$ cat src/rtl/many_digit_bcd_counter_pkg.sv
// Shared rate-select encoding and seven-segment patterns for many_digit_bcd_counter.
// Segment vectors are ordered {a,b,c,d,e,f,g}, active high.
package many_digit_pkg;

  typedef enum logic [1:0] {
    RATE_SLOW   = 2'd0,
    RATE_MEDIUM = 2'd1,
    RATE_HIGH   = 2'd2,
    RATE_FAST   = 2'd3
  } rate_e;

  localparam logic [6:0] SEG_0     = 7'b1111110;
  localparam logic [6:0] SEG_1     = 7'b0110000;
  localparam logic [6:0] SEG_2     = 7'b1101101;
  localparam logic [6:0] SEG_3     = 7'b1111001;
  localparam logic [6:0] SEG_4     = 7'b0110011;
  localparam logic [6:0] SEG_5     = 7'b1011011;
  localparam logic [6:0] SEG_6     = 7'b1011111;
  localparam logic [6:0] SEG_7     = 7'b1110000;
  localparam logic [6:0] SEG_8     = 7'b1111111;
  localparam logic [6:0] SEG_9     = 7'b1111011;
  localparam logic [6:0] SEG_BLANK = 7'b0000000;

  // Codes above 9 never occur in a healthy counter; show them blank.
  function automatic logic [6:0] seg_decode(input logic [3:0] digit);
    logic [6:0] pattern;
    case (digit)
      4'd0:    pattern = SEG_0;
      4'd1:    pattern = SEG_1;
      4'd2:    pattern = SEG_2;
      4'd3:    pattern = SEG_3;
      4'd4:    pattern = SEG_4;
      4'd5:    pattern = SEG_5;
      4'd6:    pattern = SEG_6;
      4'd7:    pattern = SEG_7;
      4'd8:    pattern = SEG_8;
      4'd9:    pattern = SEG_9;
      default: pattern = SEG_BLANK;
    endcase
    return pattern;
  endfunction

endpackage

$ cat src/rtl/many_digit_bcd_counter_bcd_digit.sv
// One BCD up/down digit cell; carry_out ripples combinationally into the next cell.
module bcd_digit (
  input  logic       clk,
  input  logic       reset,
  input  logic       inc_en,
  input  logic       up_down,
  output logic [3:0] value,
  output logic       carry_out
);

  logic [3:0] value_r;
  logic [3:0] next_s;

  // Next digit value and ripple carry/borrow for this cell
  always_comb begin
    next_s    = value_r;
    carry_out = 1'b0;
    if (inc_en) begin
      if (up_down) begin
        if (value_r >= 4'd9) begin
          next_s    = 4'd0;
          carry_out = 1'b1;
        end else begin
          next_s = value_r + 4'd1;
        end
      end else begin
        if (value_r == 4'd0) begin
          next_s    = 4'd9;
          carry_out = 1'b1;
        end else if (value_r > 4'd9) begin
          next_s = 4'd9;
        end else begin
          next_s = value_r - 4'd1;
        end
      end
    end else begin
      next_s = value_r;
    end
  end

  // Digit storage
  always_ff @(posedge clk) begin
    if (reset) begin
      value_r <= 4'd0;
    end else begin
      value_r <= next_s;
    end
  end

  assign value = value_r;

endmodule

$ cat src/rtl/many_digit_bcd_counter_checker.sv
// Elaboration-time parameter legality checks for many_digit_bcd_counter.
module many_digit_bcd_counter_checker #(
  parameter int DIGITS    = 4,
  parameter int DIV_WIDTH = 26,
  parameter int DIV0      = 50_000_000,
  parameter int DIV1      = 25_000_000,
  parameter int DIV2      = 5_000_000,
  parameter int DIV3      = 500_000,
  parameter int SCAN_DIV  = 50_000
) ();

  if (DIGITS < 1 || DIGITS > 8) begin : g_bad_digits
    $error("many_digit_bcd_counter: DIGITS must be in 1..8");
  end

  if (DIV0 < 2 || DIV1 < 2 || DIV2 < 2 || DIV3 < 2) begin : g_bad_div
    $error("many_digit_bcd_counter: every DIVn must be at least 2");
  end

  if ($clog2(DIV0) > DIV_WIDTH || $clog2(DIV1) > DIV_WIDTH ||
      $clog2(DIV2) > DIV_WIDTH || $clog2(DIV3) > DIV_WIDTH) begin : g_bad_width
    $error("many_digit_bcd_counter: DIVn-1 does not fit in DIV_WIDTH");
  end

  if (SCAN_DIV < 1) begin : g_bad_scan
    $error("many_digit_bcd_counter: SCAN_DIV must be at least 1");
  end

endmodule

$ cat src/rtl/many_digit_bcd_counter.sv
// Multi-digit BCD up/down counter with selectable tick rate and scanned seven-segment drive.
// Define LEADING_ZERO_BLANK_EN to blank leading zero digits on the display.
module many_digit_bcd_counter
  import many_digit_pkg::*;
#(
  parameter int DIGITS    = 4,
  parameter int DIV_WIDTH = 26,
  parameter int DIV0      = 50_000_000,
  parameter int DIV1      = 25_000_000,
  parameter int DIV2      = 5_000_000,
  parameter int DIV3      = 500_000,
  parameter int SCAN_DIV  = 50_000
) (
  input  logic                fpga_clock,
  input  logic                reset,
  input  logic [1:0]          select,
  input  logic                enable,
  input  logic                up_down,
  output logic                filtered_clock,
  output logic                wrap,
  output logic [4*DIGITS-1:0] bcd,
  output logic [DIGITS-1:0]   an,
  output logic                a,
  output logic                b,
  output logic                c,
  output logic                d,
  output logic                e,
  output logic                f,
  output logic                g
);

  localparam logic [DIV_WIDTH-1:0] TERM0 = DIV_WIDTH'(DIV0 - 1);
  localparam logic [DIV_WIDTH-1:0] TERM1 = DIV_WIDTH'(DIV1 - 1);
  localparam logic [DIV_WIDTH-1:0] TERM2 = DIV_WIDTH'(DIV2 - 1);
  localparam logic [DIV_WIDTH-1:0] TERM3 = DIV_WIDTH'(DIV3 - 1);
  localparam int SCAN_W = (SCAN_DIV > 1) ? $clog2(SCAN_DIV) : 1;
  localparam int IDX_W  = (DIGITS > 1) ? $clog2(DIGITS) : 1;
  localparam logic [SCAN_W-1:0] SCAN_LAST = SCAN_W'(SCAN_DIV - 1);
  localparam logic [IDX_W-1:0]  IDX_LAST  = IDX_W'(DIGITS - 1);

  many_digit_bcd_counter_checker #(
    .DIGITS(DIGITS), .DIV_WIDTH(DIV_WIDTH), .DIV0(DIV0), .DIV1(DIV1),
    .DIV2(DIV2), .DIV3(DIV3), .SCAN_DIV(SCAN_DIV)
  ) u_checker ();

  rate_e                 sel_r;
  rate_e                 sel_prev_r;
  logic [DIV_WIDTH-1:0]  div_r;
  logic [DIV_WIDTH-1:0]  term_s;
  logic                  sel_change_s;
  logic                  tick_s;
  logic                  filtered_clock_r;
  logic                  wrap_r;
  logic [DIGITS:0]       carry_s;
  logic [3:0]            digit_s [DIGITS];
  logic [DIGITS-1:0]     blank_s;
  logic [SCAN_W-1:0]     scan_cnt_r;
  logic [IDX_W-1:0]      idx_r;
  logic [DIGITS-1:0]     an_s;
  logic [DIGITS-1:0]     an_r;
  logic [6:0]            seg_s;
  logic [6:0]            seg_r;

  // Terminal divider count for the registered rate
  always_comb begin
    case (sel_r)
      RATE_SLOW:   term_s = TERM0;
      RATE_MEDIUM: term_s = TERM1;
      RATE_HIGH:   term_s = TERM2;
      RATE_FAST:   term_s = TERM3;
      default:     term_s = TERM0;
    endcase
  end

  // A rate change restarts the period from zero and swallows that cycle's tick.
  assign sel_change_s = (sel_r != sel_prev_r);
  assign tick_s       = ~sel_change_s & (div_r >= term_s);

  // Rate select pipeline, divider and LED square wave
  always_ff @(posedge fpga_clock) begin
    if (reset) begin
      sel_r            <= RATE_SLOW;
      sel_prev_r       <= RATE_SLOW;
      div_r            <= '0;
      filtered_clock_r <= 1'b0;
    end else begin
      sel_r      <= rate_e'(select);
      sel_prev_r <= sel_r;
      if (sel_change_s || tick_s) begin
        div_r <= '0;
      end else begin
        div_r <= div_r + DIV_WIDTH'(1);
      end
      if (tick_s) begin
        filtered_clock_r <= ~filtered_clock_r;
      end else begin
        filtered_clock_r <= filtered_clock_r;
      end
    end
  end

  assign carry_s[0] = tick_s & enable;

  for (genvar i = 0; i < DIGITS; i++) begin : g_digit
    bcd_digit u_digit (
      .clk       (fpga_clock),
      .reset     (reset),
      .inc_en    (carry_s[i]),
      .up_down   (up_down),
      .value     (digit_s[i]),
      .carry_out (carry_s[i+1])
    );
    assign bcd[4*i +: 4] = digit_s[i];
  end

  // Full-counter wrap pulse, aligned with the bcd update
  always_ff @(posedge fpga_clock) begin
    if (reset) begin
      wrap_r <= 1'b0;
    end else begin
      wrap_r <= carry_s[DIGITS];
    end
  end

`ifdef LEADING_ZERO_BLANK_EN
  // A digit blanks while it and every digit above it are zero; digit 0 always shows
  always_comb begin
    logic lz;
    blank_s = '0;
    lz      = 1'b1;
    for (int i = DIGITS - 1; i > 0; i--) begin
      lz         = lz & (digit_s[i] == 4'd0);
      blank_s[i] = lz;
    end
  end
`else
  assign blank_s = '0;
`endif

  // Anode and segment values for the digit currently being scanned
  always_comb begin
    an_s = DIGITS'(1) << idx_r;
    if (blank_s[idx_r]) begin
      seg_s = SEG_BLANK;
    end else begin
      seg_s = seg_decode(digit_s[idx_r]);
    end
  end

  // Scan timing and registered display drive
  always_ff @(posedge fpga_clock) begin
    if (reset) begin
      scan_cnt_r <= '0;
      idx_r      <= '0;
      an_r       <= DIGITS'(1);
      seg_r      <= SEG_0;
    end else begin
      if (scan_cnt_r == SCAN_LAST) begin
        scan_cnt_r <= '0;
        idx_r      <= (idx_r == IDX_LAST) ? '0 : idx_r + IDX_W'(1);
      end else begin
        scan_cnt_r <= scan_cnt_r + SCAN_W'(1);
      end
      an_r  <= an_s;
      seg_r <= seg_s;
    end
  end

  assign filtered_clock      = filtered_clock_r;
  assign wrap                = wrap_r;
  assign an                  = an_r;
  assign {a, b, c, d, e, f, g} = seg_r;

endmodule
$ cat config.mk
export PLATFORM = sky130hd
export DESIGN_NAME = many_digit_bcd_counter
export DESIGN_NICKNAME = d
export VERILOG_FILES = /design/src/rtl/many_digit_bcd_counter_pkg.sv /design/src/rtl/many_digit_bcd_counter_bcd_digit.sv /design/src/rtl/many_digit_bcd_counter_checker.sv /design/src/rtl/many_digit_bcd_counter.sv
export SDC_FILE = /design/constraint.sdc
export NUM_CORES = 1
export LEC_CHECK = 0
export ABC_AREA = 1
export ABC_CLOCK_PERIOD_IN_PS = 3100
export BUFFER_PORTS_ARGS = -buffer_cell sky130_fd_sc_hd__buf_2
export CAP_MARGIN = 20
export CORE_UTILIZATION = 30
export DETAILED_ROUTE_END_ITERATION = 6
export GPL_ROUTABILITY_DRIVEN = 0
export PLACE_DENSITY = 0.55
export SETUP_SLACK_MARGIN = 0.15
export SYNTH_ARGS = -nofsm -noshare
export SYNTH_HDL_FRONTEND = slang
export SYNTH_SLANG_ARGS = --single-unit
$ cat constraint.sdc
create_clock -name fpga_clock -period 3.1 [get_ports fpga_clock]
set_input_delay 0.31 -clock fpga_clock [delete_from_list [all_inputs] [get_ports fpga_clock]]
set_output_delay 0.31 -clock fpga_clock [all_outputs]
set_load 0.05 [all_outputs]
Yosys cells after proc, flatten, opt, wreduce, memory -nomap -nowiden
Memory sizes are Yosys's and may differ from the RTL's.
Index checks and enable logic that the tools add are counted.
{"block": "totals", "output_inout_bits": 29, "n_memories": 1, "reg_bits": 77, "word_cells": 99, "inputBits": 6, "rom_bits": 112}
{"block": "classes", "n_reduce_logical": 10, "mux": 39, "n_addsub": 11, "magnitude_cmp": 11, "n_bitwise": 6, "n_eq_ne": 6, "shifts": 1}
{"name": "(name not given)", "words": 16, "width": 7, "read_ports": 1, "rd_ports_with_merged_regs": 0, "write_ports": 0, "line_no": "many_digit_bcd_counter_pkg.sv:27", "rtl": "case (digit)"}
{"cell": "$pmux 26 s4", "n": 1}
{"cell": "$mux 4", "n": 18}
{"cell": "$add 26x1->26 const B", "n": 1}
{"cell": "$ge 26x26->1", "n": 1}
{"cell": "$add 16x1->16 const B", "n": 1}
{"cell": "$add 4x1->4 const B", "n": 4}
{"cell": "$eq 16x16->1 const B", "n": 1}
{"cell": "$ge 4x4->1 const B", "n": 4}
{"cell": "$gt 4x4->1 const B", "n": 4}
{"cell": "$logic_not 4->1", "n": 4}
{"cell": "$mux 1", "n": 16}
{"cell": "$sub 4x1->4 const B", "n": 4}
{"cell": "$bmux 4 s2", "n": 1}
{"cell": "$reduce_or 2->1", "n": 4}
{"cell": "$mux 7", "n": 1}
{"cell": "$eq 2x2->1 const B", "n": 3}
{"cell": "$shl 1x2->4 const A", "n": 1}
{"cell": "$ge 3x3->1 const B", "n": 1}
{"cell": "$lt 2x3->1 const B", "n": 1}
{"cell": "$not 1->1", "n": 3}
{"cell": "$not 2->3", "n": 1}
{"cell": "$add 2x1->2 const B", "n": 1}
{"cell": "$and 1x1->1", "n": 2}
{"cell": "$bmux 1 s2", "n": 1}
{"cell": "other kinds (5)", "n": 5}

Logic depth before layout (Yosys ltp)
Gate-level depths: netlist of the first run.
{"block": "depth", "word_depth": 10, "ltp_mapped": 21}

Modules after synthesis
From an unflattened synthesis of the first run, not the netlist that was laid out.
{"block": "unflattened", "hier_cells": 760, "area_unflattened_um2": 5449.0}
{"mod": "many_digit_bcd_counter", "n_inst": 1, "seq_area_each_um2": 1221.2, "area_per_inst_um2": 3752.3, "cells_per_inst": 500}
{"mod": "bcd_digit", "n_inst": 4, "seq_area_each_um2": 80.1, "area_per_inst_um2": 424.2, "cells_per_inst": 65}

Least setup slack after synthesis of the first run
No wires, ideal clock.
{"block": "synth_path", "path_type": "register -> register", "start": "register sel_r[1]", "end": "register g_digit[3].u_digit.value_r[2]", "period_less_slack_ps": 2431, "setup_slack_ps": 669, "t_arrival_ps": 2313, "stages_incl_launch_ff": 19, "required_ps": 2983, "cell_sequence": "dfxtp_1 > inv_1 > ha_1 > inv_1 > o21ai_0 > ha_1 > nand2_1 > inv_1 > nand2_1 > nor2_2 > nand2_1 > nor3_2 > nand2_2 > nand2_4 > nand4_4 > nor2_8 > nand3_1 > nand2_1 > nor2_1"}
{"block": "synth_via", "elab_chain_len": 8, "word_cells_on_any_way": 13, "classes_between": "order compare (1); eq/ne (4); mux (4); bitwise (3); reduce/logical (1)"}
{"element": "start: declaration", "line_no": "many_digit_bcd_counter.sv:46", "rtl": "rate_e sel_r;"}
{"element": "start signal: assignment", "line_no": "many_digit_bcd_counter.sv:87", "rtl": "sel_r <= rate_e'(select);"}
{"element": "$eq 2x2->1, or another cell as far along", "line_no": "many_digit_bcd_counter.sv:66", "rtl": "case (sel_r)"}
{"element": "$pmux 26 s4", "line_no": "many_digit_bcd_counter.sv:66"}
{"element": "$ge 26x26->1", "line_no": "many_digit_bcd_counter.sv:77", "rtl": "assign tick_s = ~sel_change_s & (div_r >= term_s);"}
{"element": "$and 1x1->1 *", "line_no": "many_digit_bcd_counter.sv:77"}
{"element": "$and 1x1->1 *", "line_no": "many_digit_bcd_counter.sv:102", "rtl": "assign carry_s[0] = tick_s & enable;"}
{"element": "$mux 1 * (3 in a row)", "line_no": "many_digit_bcd_counter_bcd_digit.sv:18", "rtl": "if (inc_en) begin"}
{"element": "end signal: assignment", "line_no": "many_digit_bcd_counter_bcd_digit.sv:46", "rtl": "value_r <= next_s;"}
{"element": "end: declaration", "line_no": "many_digit_bcd_counter_bcd_digit.sv:11", "rtl": "logic [3:0] value_r;"}
Mark *: on every way between the ends. The rest lies on a longest branch, timed or not. The select of a mux whose other input is x is not followed.
A chain may end at the register's enable or synchronous reset.

Worst setup path in the final report of the first run
{"block": "layout_path", "start": "register sel_r[0]", "end": "register g_digit[2].u_digit.value_r[3]"}
{"block": "layout_via", "elab_chain_len": 7, "word_cells_on_any_way": 12, "classes_between": "order compare (1); eq/ne (4); mux (3); bitwise (3); reduce/logical (1)"}
{"element": "$eq 2x2->1, or another cell as far along", "line_no": "many_digit_bcd_counter.sv:66"}
{"element": "$pmux 26 s4", "line_no": "many_digit_bcd_counter.sv:66"}
{"element": "$ge 26x26->1", "line_no": "many_digit_bcd_counter.sv:77"}
{"element": "$and 1x1->1 *", "line_no": "many_digit_bcd_counter.sv:77"}
{"element": "$and 1x1->1 *", "line_no": "many_digit_bcd_counter.sv:102"}
{"element": "$mux 1 * (2 in a row)", "line_no": "many_digit_bcd_counter_bcd_digit.sv:18"}
{"element": "end signal: assignment", "line_no": "many_digit_bcd_counter_bcd_digit.sv:46"}
{"element": "end: declaration", "line_no": "many_digit_bcd_counter_bcd_digit.sv:11"}
Marks and branches as above.

==> reports/metrics.csv, run 1 <==
stage,metric,value,unit
status,status,"complete, no violations",
synth,synth_area_leaders,"dfxtp_1 32%, ha_1 11%, nand2_1 8.7%",
clock_tree,root_buffer,clkbuf_16,
clock_tree,clock-sinks,77,
synth,yosysUniqueCellTypes,48,
critical_path,cp_data_arrival_time,2.91,ns
critical_path,crit_type,flip-flop to flip-flop,
synth,syn-cell-area,4812,um^2
die,initial_core_util,31.19,%
clock_tree,clkTransAtPathRegs,0.06,ns
clock_tree,cts-hold-fix-buffers,0,
detailed_routing,drt_pass1_iterations,6,
pwr,power_density,398.3,nW/um^2
detailed_routing,wl_met1,5559,um
critical_path,cp.required,3.32,ns
synth,synthCells,658,
pwr,vdd_drop_max,0.1924,mV
clock_tree,worstSkewPairLatency,0.34,ns
cells_and_area,diodes,0,
die,core_area,15430,um^2
global_route,grt_usage,13.73,%
die,die_w,128.7,um
cells_and_area,nNetsFinal,746,
pwr,finalPower,2.205,mW
detailed_routing,wl,10660,um
run,maxCapViolCount,0,
timing,fmax,371.7,MHz
detailed_routing,ant_nets,0,
synth,ys_seq_area_share,32.03,%
timing,tightest_slew,0.6694,ns
synth,ys.flop_type,dfxtp_1,
clock_tree,clock_tree.buffer_depth,2,
detailed_routing,drc,0,
detailed_routing,vias,4125,
clock_tree,post_cts_buffers,0,
synth,synth_top_area_share,32.03,%
clock_tree,cts_resized,0,
timing,finalSetupViolations,0,
die,fp.dieH,128.7,um
die,die_area,16550,um^2
global_route,grt_pass1_vias,3774,
critical_path,worst-path-max-fanout,10,
timing,finalSetupTns,0,ns
timing,min_period,2.691,ns
global_route,grt_max_degree,27,
cells_and_area,drive_gt1_share,13.98,%
timing,final_max_slew_viol_count,0,
timing,rsz0062_at_grt,false,
critical_path,cp-end-kind,flip-flop,
global_route,grt_pass1_wl,18000,um
timing,hold_viol,0,
timing,fin_crit_sh,86.80,%
pwr,power_leakage,2.389,nW
detailed_routing,met3_length,335,um
die,pin_count,35,
synth,async_flop_share,0,%
synth,avgSynthCellArea,7.313,um^2
die,rows,45,
detailed_routing,first_iter_violations,228,
synth,mappedNetlistNets,708,
clock_tree,cts_buffers,9,
worst_hold_path,hp-class,input pin to flip-flop,
synth,synth.yosys.warnings,0,
critical_path,r2r_start,sel_r[0],
detailed_routing,dr_wl_met2,4572,um
placement,dp.cells,896,
worst_hold_path,hp-start,select[1],
clock_tree,cts_tree,built,
detailed_routing,routedWlPerCell,11.69,um
timing,clock_skew,0.008452,ns
detailed_routing,top_layer_used,met4,
timing,relSlewSlack,55.37,%
cells_and_area,final_cell_count_no_fill,912,
global_route,overflow,0,
synth,synth_seq_cells,77,
detailed_routing,vias_per_cell,4.523,
global_route,antenna_found_initial,0,
clock_tree,cts_max_level,3,
critical_path,cp-start-kind,flip-flop,
critical_path,crit_start,sel_r[0],
cells_and_area,synthToLayoutAreaGrowth,15.03,%
synth,yosysTopAreaCell,dfxtp_1,
synth,synth_edf_count,0,
placement,numPortBuffers,34,
placement,dp_hpwl,7915,um
[sequential cells by signal (all words and copies together) (netlist names)]
register and cells:
an 4, idx_r 2, filtered_clock 1, sel_prev_r 2, sel_r 2, wrap 1, scan_cnt_r 16, g_digit.u_digit.value 16
div_r 26, seg_r 7
[critical path, cell delays in order (launching register included)]
cell and delay, ns:
dfxtp_1 0.42, inv_1 0.16, ha_1 0.38, ha_1 0.31, nand2_1 0.06, inv_1 0.06, nand2_1 0.06, nor2_2 0.09
nand2_1 0.07, nor3_2 0.14, nand2_2 0.12, nand2_4 0.12, nand4_4 0.18, nor2_8 0.22, nand2_1 0.07, nand2_1 0.07
a21oi_1 0.05
[path summary, 6_finish.rpt]
| path | to | slack, ns | cells after the start |
|---|---|---|---|
| worst max-delay path | g_digit[2].u_digit.value[3] | 0.41 | 16 |
| worst min-delay path | sel_r[1] | 0.21 | 3 |
| worst max register to register | g_digit[2].u_digit.value[3] | 0.41 | 16 |
| worst min register to register | scan_cnt_r[0] | 0.45 | 1 |
[kinds of logic (layout without fill, tap and decap cells)]
group / Yosys count / count (layout) / share of synthesized area, %
compound gates: 113 / 113 / 13.31
xor+xnor: 24 / 24 / 4.368
fa+ha+maj: 44 / 44 / 11.44
buf+inv: 107 / 150 / 8.476
flops: 77 / 77 / 32.03
simple gates: 293 / 293 / 30.37
[cells in the final DEF, fill, tap and decap left out, types with 4 or more instances in the layout]
| cell | count |
|---|---|
| dfxtp_1 | 77 |
| nor3_1 | 17 |
| ha_1 | 44 |
| nor2_1 | 70 |
| nand2_2 | 7 |
| a32oi_1 | 4 |
| xor2_1 | 20 |
| inv_2 | 6 |
| nand4_1 | 4 |
| o21ai_0 | 40 |
| nand3_1 | 42 |
| xnor2_1 | 4 |
| buf_2 | 34 |
| nor3b_1 | 7 |
| nand2_1 | 111 |
| clkbuf_16 | 9 |
| nor2_2 | 5 |
| a21oi_1 | 48 |
| inv_1 | 90 |
| nand3_2 | 6 |
[power breakdown]
part           switching, mW  internal [mW]
Sequential           0.00602          0.997
Combinational         0.0776         0.0348
Clock                  0.439          0.651
[metrics by stage]
stage	setup slack (ns)	utilization, %	cell area (um^2)	hold WS [ns]
6_report	0.4093	35.88	5535	0.2065
4_1_cts	0.3911	35.88	5535	0.2054
2_1_floorplan	0.6693	-	4812	0.4165
3_5_place_dp	0.4057	33.87	5225	0.4402
3_3_place_gp	0.4011	33.87	5225	0.4304
5_1_grt	0.1686	35.88	5535	0.2236
[routing by layer]
layer / vias up / GRT usage, %
met5: - / 0
met4: 0 / 6.782
met3: 12 / 2.162
met2: 60 / 20.92
met1: 1823 / 18.80
li1: 2230 / -
[area by class of cell]
class,instances,area [um^2]
clock buffers,10,239.0
clock inverters,6,71.32
fillers,1670,9892
inverters,97,364.1
multi-input cells,474,2863
flip-flops and latches,77,1541
well taps,211,264.0
repair buffers,37,192.7
[cell usage after synthesis, types with 3 or more instances]
| cell type | instances |
|---|---|
| nor3_1 | 17 |
| nand4_1 | 4 |
| buf_2 | 5 |
| inv_2 | 6 |
| nand3_2 | 6 |
| nor3b_1 | 7 |
| xnor2_1 | 4 |
| clkbuf_1 | 4 |
| inv_1 | 90 |
| a32oi_1 | 4 |
| nor3_2 | 3 |
| o31ai_1 | 3 |
| nor2_1 | 70 |
| a21oi_1 | 48 |
| nand2_2 | 7 |
| nand2_1 | 111 |
| nor2_2 | 5 |
| or2_2 | 3 |
| xor2_1 | 20 |
| nand3_1 | 42 |
| ha_1 | 44 |
| o21ai_0 | 40 |
| dfxtp_1 | 77 |
| a31oi_1 | 3 |
| nor2_4 | 3 |
No activity file was read; power rests on OpenSTA's default activity.
==> run 2: changes to the inputs <==
- MAX_ROUTING_LAYER: not set -> met4
- PLACE_DENSITY: 0.55 -> 0.46
- SLEW_MARGIN: not set -> 20
==> reports/metrics.csv, run 2 (synthesis results as in run 1) <==
stage,metric,value,unit,change
status,status,"complete, no violations",,
pwr,power_density,387.4,nW/um^2,-2.8%
detailed_routing,vias_per_cell,4.624,,+2.2%
detailed_routing,ant_nets,0,,unchanged
timing,min_period,2.652,ns,-0.03892 ns
die,fp.dieH,128.7,um,unchanged
timing,fin_crit_sh,85.54,%,-1.3 points
cells_and_area,final_cell_count_no_fill,909,,-0.33%
worst_hold_path,whs_path_depth,3,,unchanged
timing,fmax,377.1,MHz,+1.5%
critical_path,cp.required,3.33,ns,about the same
detailed_routing,wl,11350,um,+6.4%
cells_and_area,final_cell_mix,"111 x nand2_1, 90 x inv_1, 75 x dfxtp_1",,
cells_and_area,nNetsFinal,743,,-0.40%
global_route,grt_pass1_wl,19200,um,+6.6%
worst_hold_path,hp-class,input pin to flip-flop,,
critical_path,r2r-end,g_digit[2].u_digit.value[0],,
pwr,power_leakage,2.362,nW,-1.2%
die,die_w,128.7,um,unchanged
clock_tree,clock-sinks,77,,unchanged
timing,hold_viol,0,,unchanged
global_route,grt_pass1_vias,3979,,+5.4%
die,die_area,16550,um^2,unchanged
detailed_routing,vias,4203,,+1.9%
critical_path,cp_data_arrival_time,2.88,ns,-0.03 ns
clock_tree,clkTransAtPathRegs,0.06,ns,about the same
critical_path,reg2reg_depth,18,,+2
placement,dp_hpwl,8411,um,+6.3%
timing,finalSetupTns,0,ns,unchanged
cells_and_area,largest_reg_flops,26,,unchanged
global_route,overflow,0,,unchanged
timing,relSlewSlack,52.60,%,-2.8 points
placement,place_area,5202,um^2,-0.43%
placement,dp.cells,893,,-0.33%
detailed_routing,drc,0,,unchanged
cells_and_area,top_register,div_r,,
critical_path,reg2reg_slack,0.45,ns,+0.04 ns
critical_path,crit_type,flip-flop to flip-flop,,
timing,final_max_slew_viol_count,0,,unchanged
detailed_routing,first_iter_violations,212,,-7.0%
clock_tree,post_cts_buffers,0,,unchanged
worst_hold_path,worst_hold_path.endpoint,sel_r[1],,
global_route,antenna_found_initial,0,,unchanged
detailed_routing,routedWlPerCell,12.49,um,+6.8%
clock_tree,worstSkewPairLatency,0.34,ns,about the same
critical_path,worst-path-max-fanout,10,,unchanged
clock_tree,cts_max_level,3,,unchanged
cells_and_area,final_common_cell,nand2_1,,
run,maxCapViolCount,0,,unchanged
die,core_area,15430,um^2,unchanged
critical_path,cp-end-kind,flip-flop,,
global_route,grt_usage,15.26,%,+1.5 points
cells_and_area,synthToLayoutAreaGrowth,13.99,%,
die,pin_count,35,,unchanged
timing,finalSetupViolations,0,,unchanged
die,rows,45,,unchanged
placement,numPortBuffers,34,,unchanged
cells_and_area,diodes,0,,unchanged
worst_hold_path,hp-start,select[1],,
timing,clock_skew,0.007353,ns,-0.001099 ns
detailed_routing,drt_pass1_iterations,4,,-2
clock_tree,cts_buffers,9,,unchanged
global_route,grt_max_degree,27,,unchanged
pwr,vdd_drop_max,0.2254,mV,+17%
pwr,finalPower,2.125,mW,-3.6%
die,initial_core_util,31.19,%,unchanged
timing,tightest_slew,0.7102,ns,+0.04077 ns
timing,rsz0062_at_grt,false,,
clock_tree,clock_tree.buffer_depth,2,,unchanged
cells_and_area,postLayoutCellArea,5485,um^2,-0.90%
critical_path,r2r_start,sel_r[1],,
critical_path,cp-start-kind,flip-flop,,
clock_tree,cts_tree,built,,
cells_and_area,drive_gt1_share,13.61,%,-0.37 points
clock_tree,root_buffer,clkbuf_16,,
-- run 2: changes by cell type in the layout (fill, tap and decap cells not counted), sizes merged --
cell    previous run  this run
bufinv             1         0
clkbuf            10        13
buf               37        34
inv               97        96
clkinv             3         2
-- run 2: layer usage --
metal	GRT usage (%)	vias to the layer above	routed length (um)
li1	-	2222	-
met1	20.28	1923	5910
met2	22.93	42	5014
met3	2.287	16	254
met4	6.574	0	170
met5	-	-	0
-- run 2: worst max-delay path by stage --
| stage | to | depth (start not counted) | slack (ns) | startpoint |
|---|---|---|---|---|
| after global placement | g_digit[3].u_digit.value[3] | 18 | 0.43 | sel_r[1] |
| after CTS | g_digit[2].u_digit.value[0] | 18 | 0.26 | sel_r[1] |
| final | g_digit[2].u_digit.value[0] | 18 | 0.45 | sel_r[1] |
| after floorplan | g_digit[3].u_digit.value[2] | 18 | 0.67 | sel_r[1] |
| after detailed placement | g_digit[2].u_digit.value[0] | 18 | 0.28 | sel_r[1] |
| after global routing | g_digit[3].u_digit.value[3] | 20 | 0.18 | sel_r[1] |
-- run 2: power breakdown --
group	switching [mW]	internal [mW]	leakage (nW)	total, mW
registers	0.00748	0.997	0.623	1.00
clock network	0.425	0.586	0.132	1.01
logic	0.0772	0.0324	1.61	0.110
-- run 2: metrics by stage --
stage	setup slack (ns)	hold WS, ns	util (%)
floorplan	0.6693	0.4165	-
global placement	0.4339	0.4342	33.72
detailed placement	0.2756	0.4568	33.72
CTS	0.2645	0.1708	35.54
global route	0.1801	0.1840	35.56
finish	0.4483	0.1757	35.56
-- run 2: final cells by class --
type                            instances  area, um^2
Clock buffer                           13       260.3
Sequential cell                        77        1544
Timing Repair Buffer                   34       170.2
Tap cell                              211       264.0
Inverter                               97       364.1
Fill cell                            1641        9942
Multi-Input combinational cell        474        2863
Clock inverter                          3       20.02
-- run 2: timing repair --
action                     4_1_cts  5_1_grt
setup endpoints to repair        0       19
hold buffers                     0        0
gates resized for setup          0        2
-- run 2: critical path, stage by stage (launching register included) --
cell	delay, ns
dfxtp_2	0.43
inv_1	0.14
ha_1	0.21
inv_1	0.10
o21ai_0	0.10
ha_1	0.28
nand2_1	0.04
inv_1	0.06
nand2_1	0.06
nor2_2	0.09
nand2_1	0.06
nor3_2	0.12
nand2_2	0.12
nand2_4	0.12
nand3_4	0.12
nor2_4	0.13
nand2_1	0.12
nor3_1	0.17
nor2_1	0.07
